==> config.mk <==
export PLATFORM = sky130hd
export DESIGN_NAME = uart_sbm
export DESIGN_NICKNAME = d
export VERILOG_FILES = /design/src/rtl/uart_sbm_pkg.sv /design/src/rtl/uart_sbm_phy.sv /design/src/rtl/uart_sbm.sv
export SDC_FILE = /design/constraint.sdc
export NUM_CORES = 1
export LEC_CHECK = 0
export ABC_AREA = 1
export CAP_MARGIN = 20
export CORE_MARGIN = 3
export CORE_UTILIZATION = 59
export CTS_CLUSTER_SIZE = 8
export DETAILED_ROUTE_END_ITERATION = 6
export DONT_BUFFER_PORTS = 1
export GPL_TIMING_DRIVEN = 0
export MAX_ROUTING_LAYER = met4
export PLACE_DENSITY = 0.83
export SYNTH_ARGS = -nofsm -noshare
export SYNTH_HDL_FRONTEND = slang
export SYNTH_SLANG_ARGS = --single-unit
==> constraint.sdc <==
create_clock -name clk -period 2.3 [get_ports clk]
set_input_delay 0.23 -clock clk [delete_from_list [all_inputs] [get_ports clk]]
set_output_delay 0.23 -clock clk [all_outputs]
set_load 0.005 [all_outputs]
==> src/rtl/uart_sbm_pkg.sv <==
// Shared constants and state encodings for the UART-to-simple-bus master.
// Optional timeout (UART_SBM_TIMEOUT_EN) lives in the top module.
package uart_sbm_pkg;

  localparam logic [7:0] CMD_WR  = 8'h57;
  localparam logic [7:0] CMD_RD  = 8'h52;
  localparam logic [7:0] RSP_OK  = 8'h4B;
  localparam logic [7:0] RSP_ERR = 8'h45;

  typedef enum logic [2:0] {
    S_IDLE,
    S_ADDR,
    S_DATA,
    S_BUS_WR,
    S_BUS_RD,
    S_ERR,
    S_RESP
  } state_t;

  typedef enum logic [1:0] {
    RX_IDLE,
    RX_START,
    RX_DATA,
    RX_STOP
  } rx_state_t;

endpackage

==> src/rtl/uart_sbm_phy.sv <==
// Serial bit engines: 2-flop input synchronizer, 8N1 receiver and transmitter.
// tx_busy drops in the final stop-bit cycle so a new byte can follow with no gap.
module uart_sbm_phy
  import uart_sbm_pkg::*;
#(
  parameter logic [15:0] DIV = 16'd50
) (
  input  logic       clk,
  input  logic       rst,
  input  logic       uart_rx,
  output logic       uart_tx,
  output logic [7:0] rx_data,
  output logic       rx_valid,
  input  logic [7:0] tx_data,
  input  logic       tx_start,
  output logic       tx_busy
);

  localparam logic [15:0] LAST = DIV - 16'd1;
  localparam logic [15:0] HALF = (DIV >> 1) - 16'd1;

  logic      rx_s1, rx_s2, rx_prev;
  rx_state_t rx_state, rx_next;
  logic [15:0] rx_cnt;
  logic [2:0]  rx_bit;
  logic [7:0]  rx_sh;
  logic        rx_tick;

  logic [15:0] tx_cnt;
  logic [3:0]  tx_bit;
  logic [7:0]  tx_sh;
  logic        tx_act;

  always_ff @(posedge clk) begin
    if (rst) begin
      rx_s1   <= 1'b1;
      rx_s2   <= 1'b1;
      rx_prev <= 1'b1;
    end else begin
      rx_s1   <= uart_rx;
      rx_s2   <= rx_s1;
      rx_prev <= rx_s2;
    end
  end

  // The start bit is checked half a bit in, every later sample lands mid-bit.
  assign rx_tick = (rx_state == RX_START) ? (rx_cnt == HALF) : (rx_cnt == LAST);

  always_comb begin
    rx_next = rx_state;
    case (rx_state)
      RX_IDLE:  if (rx_prev && !rx_s2) rx_next = RX_START;
      RX_START: if (rx_tick) rx_next = rx_s2 ? RX_IDLE : RX_DATA;
      RX_DATA:  if (rx_tick && rx_bit == 3'd7) rx_next = RX_STOP;
      RX_STOP:  if (rx_tick) rx_next = RX_IDLE;
      default:  rx_next = RX_IDLE;
    endcase
  end

  always_ff @(posedge clk) begin
    if (rst) begin
      rx_state <= RX_IDLE;
      rx_cnt   <= '0;
      rx_bit   <= '0;
      rx_sh    <= '0;
      rx_data  <= '0;
      rx_valid <= 1'b0;
    end else begin
      rx_state <= rx_next;
      rx_valid <= 1'b0;
      if (rx_state == RX_IDLE || rx_tick) rx_cnt <= '0;
      else rx_cnt <= rx_cnt + 16'd1;
      if (rx_state == RX_DATA && rx_tick) begin
        rx_sh  <= {rx_s2, rx_sh[7:1]};
        rx_bit <= rx_bit + 3'd1;
      end
      // A low stop bit drops the byte without any indication upstream.
      if (rx_state == RX_STOP && rx_tick && rx_s2) begin
        rx_valid <= 1'b1;
        rx_data  <= rx_sh;
      end
    end
  end

  assign tx_busy = tx_act && !(tx_bit == 4'd9 && tx_cnt == LAST);

  always_ff @(posedge clk) begin
    if (rst) begin
      uart_tx <= 1'b1;
      tx_act  <= 1'b0;
      tx_cnt  <= '0;
      tx_bit  <= '0;
      tx_sh   <= '0;
    end else if (tx_start && !tx_busy) begin
      uart_tx <= 1'b0;
      tx_sh   <= tx_data;
      tx_act  <= 1'b1;
      tx_cnt  <= '0;
      tx_bit  <= '0;
    end else if (tx_act) begin
      if (tx_cnt == LAST) begin
        tx_cnt <= '0;
        if (tx_bit == 4'd9) begin
          tx_act <= 1'b0;
          tx_bit <= '0;
        end else begin
          uart_tx <= tx_sh[0];
          tx_sh   <= {1'b1, tx_sh[7:1]};
          tx_bit  <= tx_bit + 4'd1;
        end
      end else begin
        tx_cnt <= tx_cnt + 16'd1;
      end
    end
  end

endmodule

==> src/rtl/uart_sbm.sv <==
// UART command-frame decoder driving the simple register bus as initiator.
// Define UART_SBM_TIMEOUT_EN to abort partial frames after TO_BYTES idle byte times.
module uart_sbm
  import uart_sbm_pkg::*;
#(
  parameter logic [15:0] DIV      = 16'd50,
  parameter int unsigned TO_BYTES = 4
) (
  input  logic        clk,
  input  logic        rst,
  input  logic        uart_rx,
  output logic        uart_tx,
  output logic [4:0]  addr,
  output logic        re,
  output logic        we,
  output logic [31:0] wd,
  input  logic [31:0] rd,
  output logic        busy
);

  if (DIV < 16'd4 || TO_BYTES == 0) begin : g_bad_cfg
    $error("uart_sbm: DIV must be at least 4 and TO_BYTES at least 1");
  end

  state_t      state, next_state;
  logic [7:0]  rx_data, tx_data;
  logic        rx_valid, tx_start, tx_busy;
  logic [4:0]  addr_q;
  logic [31:0] data_sh, resp_sh;
  logic [1:0]  byte_cnt, resp_left;
  logic        is_wr;
  logic        to_expired;

  uart_sbm_phy #(.DIV(DIV)) u_phy (
    .clk      (clk),
    .rst      (rst),
    .uart_rx  (uart_rx),
    .uart_tx  (uart_tx),
    .rx_data  (rx_data),
    .rx_valid (rx_valid),
    .tx_data  (tx_data),
    .tx_start (tx_start),
    .tx_busy  (tx_busy)
  );

`ifdef UART_SBM_TIMEOUT_EN
  localparam logic [31:0] TO_LIM = 32'(DIV) * 32'd10 * 32'(TO_BYTES);
  logic [31:0] to_cnt;

  always_ff @(posedge clk) begin
    if (rst) to_cnt <= '0;
    else if ((state == S_ADDR || state == S_DATA) && !rx_valid) to_cnt <= to_cnt + 32'd1;
    else to_cnt <= '0;
  end

  assign to_expired = (state == S_ADDR || state == S_DATA) && !rx_valid &&
                      (to_cnt == TO_LIM - 32'd1);
`else
  assign to_expired = 1'b0;
`endif

  assign busy = (state != S_IDLE);

  always_comb begin
    next_state = state;
    re         = 1'b0;
    we         = 1'b0;
    tx_start   = 1'b0;
    tx_data    = resp_sh[7:0];
    case (state)
      S_IDLE: if (rx_valid) next_state = (rx_data == CMD_WR || rx_data == CMD_RD) ? S_ADDR : S_ERR;
      S_ADDR: begin
        if (to_expired) next_state = S_ERR;
        else if (rx_valid) next_state = is_wr ? S_DATA : S_BUS_RD;
      end
      S_DATA: begin
        if (to_expired) next_state = S_ERR;
        else if (rx_valid && byte_cnt == 2'd3) next_state = S_BUS_WR;
      end
      S_BUS_WR: begin
        we         = 1'b1;
        tx_start   = 1'b1;
        tx_data    = RSP_OK;
        next_state = S_RESP;
      end
      S_BUS_RD: begin
        re         = 1'b1;
        tx_start   = 1'b1;
        tx_data    = rd[7:0];
        next_state = S_RESP;
      end
      S_ERR: begin
        tx_start   = 1'b1;
        tx_data    = RSP_ERR;
        next_state = S_RESP;
      end
      S_RESP: begin
        if (!tx_busy) begin
          if (resp_left != 2'd0) tx_start = 1'b1;
          else next_state = S_IDLE;
        end
      end
      default: next_state = S_IDLE;
    endcase
  end

  // addr/wd only change when a bus access is about to happen, so aborted frames leave them intact.
  always_ff @(posedge clk) begin
    if (rst) begin
      state     <= S_IDLE;
      addr      <= '0;
      wd        <= '0;
      addr_q    <= '0;
      data_sh   <= '0;
      byte_cnt  <= '0;
      is_wr     <= 1'b0;
      resp_sh   <= '0;
      resp_left <= '0;
    end else begin
      state <= next_state;
      case (state)
        S_IDLE: begin
          if (rx_valid) begin
            is_wr    <= (rx_data == CMD_WR);
            byte_cnt <= '0;
          end
        end
        S_ADDR: begin
          if (rx_valid) begin
            addr_q <= rx_data[4:0];
            if (!is_wr) addr <= rx_data[4:0];
          end
        end
        S_DATA: begin
          if (rx_valid) begin
            data_sh  <= {rx_data, data_sh[31:8]};
            byte_cnt <= byte_cnt + 2'd1;
            if (byte_cnt == 2'd3) begin
              wd   <= {rx_data, data_sh[31:8]};
              addr <= addr_q;
            end
          end
        end
        S_BUS_RD: begin
          resp_sh   <= {8'h00, rd[31:8]};
          resp_left <= 2'd3;
        end
        S_BUS_WR, S_ERR: resp_left <= 2'd0;
        S_RESP: begin
          if (tx_start) begin
            resp_sh   <= {8'h00, resp_sh[31:8]};
            resp_left <= resp_left - 2'd1;
          end
        end
        default: ;
      endcase
    end
  end

endmodule

==> results of run 1 <==
[flip-flops by register name (all words and copies together) (netlist names), 5 cells and up, named ones only]
signal and flops:
addr 5, addr_q 5, data_sh 24, resp_sh 24
u_phy.rx_cnt 16, u_phy.rx_data 8, u_phy.rx_sh 8, u_phy.tx_cnt 16
u_phy.tx_sh 8, wd 32
[synthesized netlist by cell type (3+ instances only)]
cell,instances
nand3_1,48
nor3_1,16
clkbuf_1,16
ha_1,7
nor3b_1,3
o21ai_0,41
nand2_2,7
nand3_2,11
nor2_1,167
inv_2,10
or2_2,9
o211ai_1,8
nand2_1,271
a31oi_1,9
xor2_1,10
nor2_2,5
a21oi_1,83
nor2_4,4
buf_2,25
dfxtp_1,169
a21oi_2,10
o21ai_1,19
nand4_1,10
nand2_4,3
inv_1,59
[per-layer routing]
layer  vias up  GRT usage [%]
li1       3443              -
met1      3149           32.1
met2       179           41.5
met3        25           5.79
met4         0           8.40
met5         -              -
[worst paths after layout]
kind,endpoint,depth (start not counted)
max reg2reg,u_phy.tx_bit[1],9
min,resp_sh[3],4
min reg2reg,u_phy.rx_s2,1
max,u_phy.tx_bit[1],9
[cell type report]
type | count | area (µm²) | share of cell area (%)
plain buffers | 46 | 226 | 2.71
clock buffers | 22 | 454 | 5.43
clock inverters | 9 | 124 | 1.48
inverters | 69 | 259 | 3.10
multi-input cells | 757 | 3620 | 43.2
flip-flops and latches | 169 | 3380 | 40.4
well taps | 168 | 210 | 2.51
repair buffers | 9 | 90.1 | 1.08
[what timing repair did]
item	4_1_cts	5_1_grt
hold buffers	9	0
endpoints found under the hold margin	9	0
gates resized for setup	0	0
[worst register-to-register path, delay by kind of cell, from the launching register on]
family | cells | cell delay, ns
simple gates | 5 | 0.80
flops | 1 | 0.39
buf+inv | 1 | 0.30
fa+ha+maj | 1 | 0.17
compound gates | 2 | 0.17
[power by group]
| group | switching (mW) | leakage [nW] | internal [mW] |
|---|---|---|---|
| combinational | 1.03 | 1.70 | 0.542 |
| clock | 1.11 | 0.287 | 1.72 |
| sequential | 0.206 | 1.37 | 3.23 |
[kinds of logic after synthesis]
family                     Yosys count
AOI/OAI and AO/OA                  174
xor gates and xnor gates            12
adders and majority gates            7
and+or+nand+nor                    564
buffers and inverters              115
DFF                                169
==> impl_metrics.json, run 1 <==
{
  "status": "finished clean",
  "finalCriticalPeriod_ns": 1.94,
  "arrival_ns": 2.25,
  "gp_congestion": 0.876,
  "vias": 6796,
  "grt_pass1_wl_um": 29000,
  "fin_crit_sh_pct": 84.3,
  "vias_per_cell": 5.44,
  "slew_viol_final": 0,
  "syn_to_final_growth_pct": 11.7,
  "rsz0062_at_grt": "no",
  "yosysWarnings": 0,
  "yosysSeqAreaShare_pct": 45.2,
  "instances_no_fill": 1249,
  "p_total_mw": 7.83,
  "clk_pin_slew_ns": 0.06,
  "final_cell_mix": "271 x nand2_1, 169 x dfxtp_1, 167 x nor2_1",
  "totalWireLength_um": 17300,
  "timing.final.ws_setup_ns": 0.361,
  "top_layer_used": "met4",
  "synth_compound_gate_area_share_pct": 12.7,
  "worstReg2RegStart": "u_phy.tx_cnt[0]",
  "ys_ff_latch": 169,
  "fillers": 1078,
  "antennaDiodeCount": 0,
  "final_hold_viol_count": 0,
  "met2_length_um": 8380,
  "drive_gt1_share_pct": 11.3,
  "wl_met1_um": 7780,
  "clkSinkCount": 169,
  "synth-edff-count": 0,
  "ant_nets": 0,
  "maxCapViolCount": 0,
  "pre_cts_slack_ns": 0.366,
  "antenna_found_initial": 0,
  "synth_adder_area_share_pct": 1.17,
  "track_usage_pct": 25.7,
  "setup-tns-final_ns": 0,
  "place_inst": 1209,
  "synth_top_family_by_area": "simple AND/OR/NAND/NOR gates",
  "final_cell_area_um2": 8360,
  "yosys.area.top_type_share_pct": 45.2,
  "slowest_stage": "dfxtp_1",
  "critPathLaunchType": "flip-flop",
  "die-area_um2": 14100,
  "final_nets": 1111,
  "tritoncts": "yes",
  "cp_max_fo": 10,
  "overflow": 0,
  "synth.area.mux_share_pct": 0,
  "synth_flop_cell": "dfxtp_1",
  "leakagePower_nw": 3.36,
  "rrSetupSlack_ns": 0.36,
  "synth_fp_nets": 1083,
  "endpoint_kind": "flip-flop",
  "powerDensity_nw_per_um2": 937,
  "critical_path.cell_chain": "ha_1 -> nand2_1 -> nor2_1 -> nand3_2 -> nand2_4 -> o21ai_2 -> nand2_1 -> buf_2 -> a21oi_1",
  "critPathBufInv": 1,
  "place_hpwl_um": 12000,
  "synthArstFlopShare_pct": 0,
  "slowest_delay_ns": 0.39,
  "finalSetupViolations": 0,
  "drtIter0Drc": 711,
  "drc": 0,
  "cts_max_path_buffers": 2,
  "synth_simple_gate_area_share_pct": 33.0,
  "cts_buffers": 17,
  "core_area_um2": 12200,
  "layout_commonest_cell": "nand2_1",
  "portBuffers": 0,
  "syn_area_per_cell_um2": 7.19,
  "worst_ep_required_time_ns": 2.61,
  "pin_count": 76,
  "dr.pass1.iters": 5,
  "wire_per_inst_um": 13.8,
  "synthesis.instances": 1041,
  "post-cts-setup-buffer-count": 0,
  "hp-start": "rd[11]",
  "critical_path.top_delay_family": "simple AND/OR/NAND/NOR gates",
  "die_h_um": 119,
  "crit_start": "u_phy.tx_cnt[0]",
  "ir_drop_uv": 601,
  "clock_tree.root_cell": "clkbuf_16",
  "htree_num_levels": 4,
  "whs_ns": 0.0482,
  "wl_met3_um": 855,
  "maxSlewHeadroom_pct": 55.3,
  "worstMarginPinSlew_ns": 0.671,
  "syn-cell-area_um2": 7490,
  "holdCritPathClass": "in -> reg",
  "fmax_ghz": 0.516,
  "path_class": "reg -> reg",
  "post_dp_cell_area_um2": 7700,
  "grt_pass1_vias": 6220,
  "utilization_pct": 68.5,
  "die_w_um": 119,
  "yosysTopAreaCell": "dfxtp_1",
  "synth_cell_types": 40,
  "cp_common_cell": "nand2_1",
  "start_util_pct": 61.3,
  "synth_area_leaders": "dfxtp_1 45%, nand2_1 14%, nor2_1 8.4%, a21oi_1 5.5%, nand3_1 3.2%",
  "synthXorXnorAreaFrac_pct": 1.40,
  "grt_max_degree": 17,
  "rows": 40,
  "skew_ns": 0.0105,
  "worst_skew_pair.late_latency_ns": 0.43
}
(Power assumes the default switching activity.)
==> inputs of run 2 (changes only) <==
--- a/config.mk
+++ b/config.mk
@@ -8,7 +8,7 @@
 export ABC_AREA = 1
 export CAP_MARGIN = 20
 export CORE_MARGIN = 3
-export CORE_UTILIZATION = 59
+export CORE_UTILIZATION = 57
 export CTS_CLUSTER_SIZE = 8
 export DETAILED_ROUTE_END_ITERATION = 6
 export DONT_BUFFER_PORTS = 1
==> constraint.sdc (replaced) <==
create_clock -name clk -period 1.6 [get_ports clk]
set_input_delay 0.16 -clock clk [delete_from_list [all_inputs] [get_ports clk]]
set_output_delay 0.16 -clock clk [all_outputs]
set_load 0.005 [all_outputs]
==> run 2 against run 1 <==
Compared with the run above: the run now ends with negative setup slack left; largest power group unchanged; combinational power increased by 110%; core utilization up 5.8 points; global-route usage grew 0.93 points; first-iteration DRC count decreased by 2.7%; fmax increased by 13%; clock-buffer cell count grew 4; clock power rose by 52%; hold slack lost 0.0070 ns; flip-flop and latch count did not move; critical endpoint is now resp_sh[5].
==> impl_metrics.json, run 2 (synthesized netlist as in run 1, its figures left out) <==
{
  "fin_crit_sh_pct": 107,
  "drtIter0Drc": 692,
  "ir_drop_uv": 774,
  "gp_congestion": 0.921,
  "tritoncts": "yes",
  "rsz0062_at_grt": "yes",
  "status": "finished, violations left",
  "violations": "negative setup slack",
  "pre_cts_slack_ns": -0.245,
  "skew_ns": 0.0116,
  "leakagePower_nw": 3.78,
  "largest_reg_flops": 32,
  "grt_max_degree": 17,
  "track_usage_pct": 26.6,
  "critPathLaunchType": "flip-flop",
  "overflow": 0,
  "clock_tree.root_cell": "clkbuf_16",
  "maxSlewHeadroom_pct": 52.8,
  "utilization_pct": 74.3,
  "finalSetupViolations": 30,
  "clk_pin_slew_ns": 0.06,
  "portBuffers": 0,
  "cts_max_path_buffers": 2,
  "worstMarginPinSlew_ns": 0.709,
  "worst_skew_pair.late_latency_ns": 0.44,
  "fmax_ghz": 0.582,
  "ant_nets": 0,
  "grt_pass1_wl_um": 30600,
  "layout_commonest_cell": "nand2_1",
  "wire_per_inst_um": 16.2,
  "maxCapViolCount": 0,
  "powerDensity_nw_per_um2": 1340,
  "antennaDiodeCount": 0,
  "final_cell_mix": "253 x nand2_1, 146 x dfxtp_1, 141 x nor2_1",
  "die-area_um2": 14500,
  "worst_ep_required_time_ns": 1.92,
  "place_inst": 1213,
  "start_util_pct": 58.8,
  "final_cell_area_um2": 9450,
  "holdCritPathClass": "in -> reg",
  "pin_count": 76,
  "die_h_um": 121,
  "vias": 7382,
  "setup-tns-final_ns": -2.04,
  "drive_gt1_share_pct": 22.3,
  "antenna_found_initial": 0,
  "place_hpwl_um": 12300,
  "cts_buffers": 17,
  "slew_viol_final": 0,
  "htree_num_levels": 4,
  "die_w_um": 121,
  "final_hold_viol_count": 0,
  "grt_pass1_vias": 6520,
  "instances_no_fill": 1307,
  "vias_per_cell": 5.65,
  "arrival_ns": 2.04,
  "rows": 41,
  "finalCriticalPeriod_ns": 1.72,
  "top_register": "wd",
  "dr.pass1.iters": 5,
  "timing.final.ws_setup_ns": -0.118,
  "fillers": 879,
  "core_area_um2": 12700,
  "totalWireLength_um": 21100,
  "reg_top3": "wd: 32 flops, data_sh: 24 flops, resp_sh: 24 flops",
  "path_class": "reg -> reg",
  "final_nets": 1164,
  "drc": 0,
  "post_dp_cell_area_um2": 7700,
  "syn_to_final_growth_pct": 26.2,
  "clkSinkCount": 169,
  "cp_max_fo": 8,
  "endpoint_kind": "flip-flop"
}
==> run 2: changes by cell type in the layout (fill, tap and decap cells not counted), moves of 9 or more <==
cell           previous run  this run
nand2_1                 271       253
buf_6                     2        11
nor2_1                  167       141
dfxtp_2                   0        18
buf_4                     2        40
nor2_4                    4        28
nand2_2                   7        18
dlygate4sd3_1             9        18
buf_2                    25        14
dfxtp_1                 169       146
==> run 2: worst max-delay path, cell delays in order (launching register included) <==
cell,delay (ns)
dfxtp_2,0.35
nor2_1,0.14
nand2_1,0.11
nor2_4,0.14
nand3_2,0.13
nand2_4,0.13
nand2_4,0.08
nand2_8,0.11
clkinv_8,0.10
clkbuf_16,0.17
nor2_1,0.09
nor2_1,0.06
==> run 2: metrics by stage <==
stage | total power, mW | hold slack (ns)
2_1_floorplan | 6.71 | 0.264
3_3_place_gp | 7.16 | 0.267
3_5_place_dp | 7.24 | 0.268
4_1_cts | 11.7 | 0.00104
5_1_grt | 13.1 | 0.0507
6_report | 12.7 | 0.0412
==> run 2: final timing paths <==
| path | startpoint | end | slack (ns) | cells past startpoint |
|---|---|---|---|---|
| hold reg to reg | u_phy.rx_s1 | u_phy.rx_s2 | 0.41 | 1 |
| setup reg to reg | u_phy.tx_cnt[6] | resp_sh[5] | -0.12 | 11 |
| setup / recovery | u_phy.tx_cnt[6] | resp_sh[5] | -0.12 | 11 |
| hold / removal | rd[12] | resp_sh[4] | 0.04 | 4 |
==> run 2: final cells by class <==
cell class                      count  area (µm²)  area share, %
Multi-Input combinational cell    758        4010           42.4
Sequential cell                   169        3420           36.2
Timing Repair Buffer               63         594           6.29
Clock buffer                       26         499           5.28
Buffer                             44         303           3.20
Inverter                           69         293           3.10
Tap cell                          172         215           2.28
Clock inverter                      6         111           1.18
==> run 2: report_power, final <==
group / switching (mW) / leakage [nW] / internal [mW] / total, mW
Combinational: 1.99 / 2.11 / 1.36 / 3.35
Clock: 1.66 / 0.295 / 2.62 / 4.29
Sequential: 0.365 / 1.38 / 4.66 / 5.03
Total: 4.02 / 3.78 / 8.65 / 12.7
==> run 2: layer usage <==
| layer | wire, µm | vias up | part of all wire (%) | track usage, % |
|---|---|---|---|---|
| met5 | 0 | - | 0 | - |
| met2 | 10800 | 304 | 51 | 44.7 |
| met3 | 1310 | 74 | 6.2 | 6.50 |
| met4 | 707 | 0 | 3.3 | 9.99 |
| met1 | 8360 | 3460 | 40 | 31.0 |
| li1 | - | 3544 | - | - |
==> run 2: repair_timing <==
item / CTS / global route
hold buffers: 18 / 0
resized for setup: 53 / 135
pin swaps: 9 / 23
setup endpoints to repair: 147 / 149
hold endpoints to repair: 18 / 0
setup buffers: 15 / 26
cloned: 1 / 5
==> inputs of run 3 (changes only) <==
--- a/config.mk
+++ b/config.mk
@@ -9,6 +9,7 @@
 export CAP_MARGIN = 20
 export CORE_MARGIN = 3
 export CORE_UTILIZATION = 57
+export CTS_CLUSTER_DIAMETER = 200
 export CTS_CLUSTER_SIZE = 8
 export DETAILED_ROUTE_END_ITERATION = 6
 export DONT_BUFFER_PORTS = 1
==> results of run 3 <==
The final DEF is identical to that of run 2; final timing and power are the same.
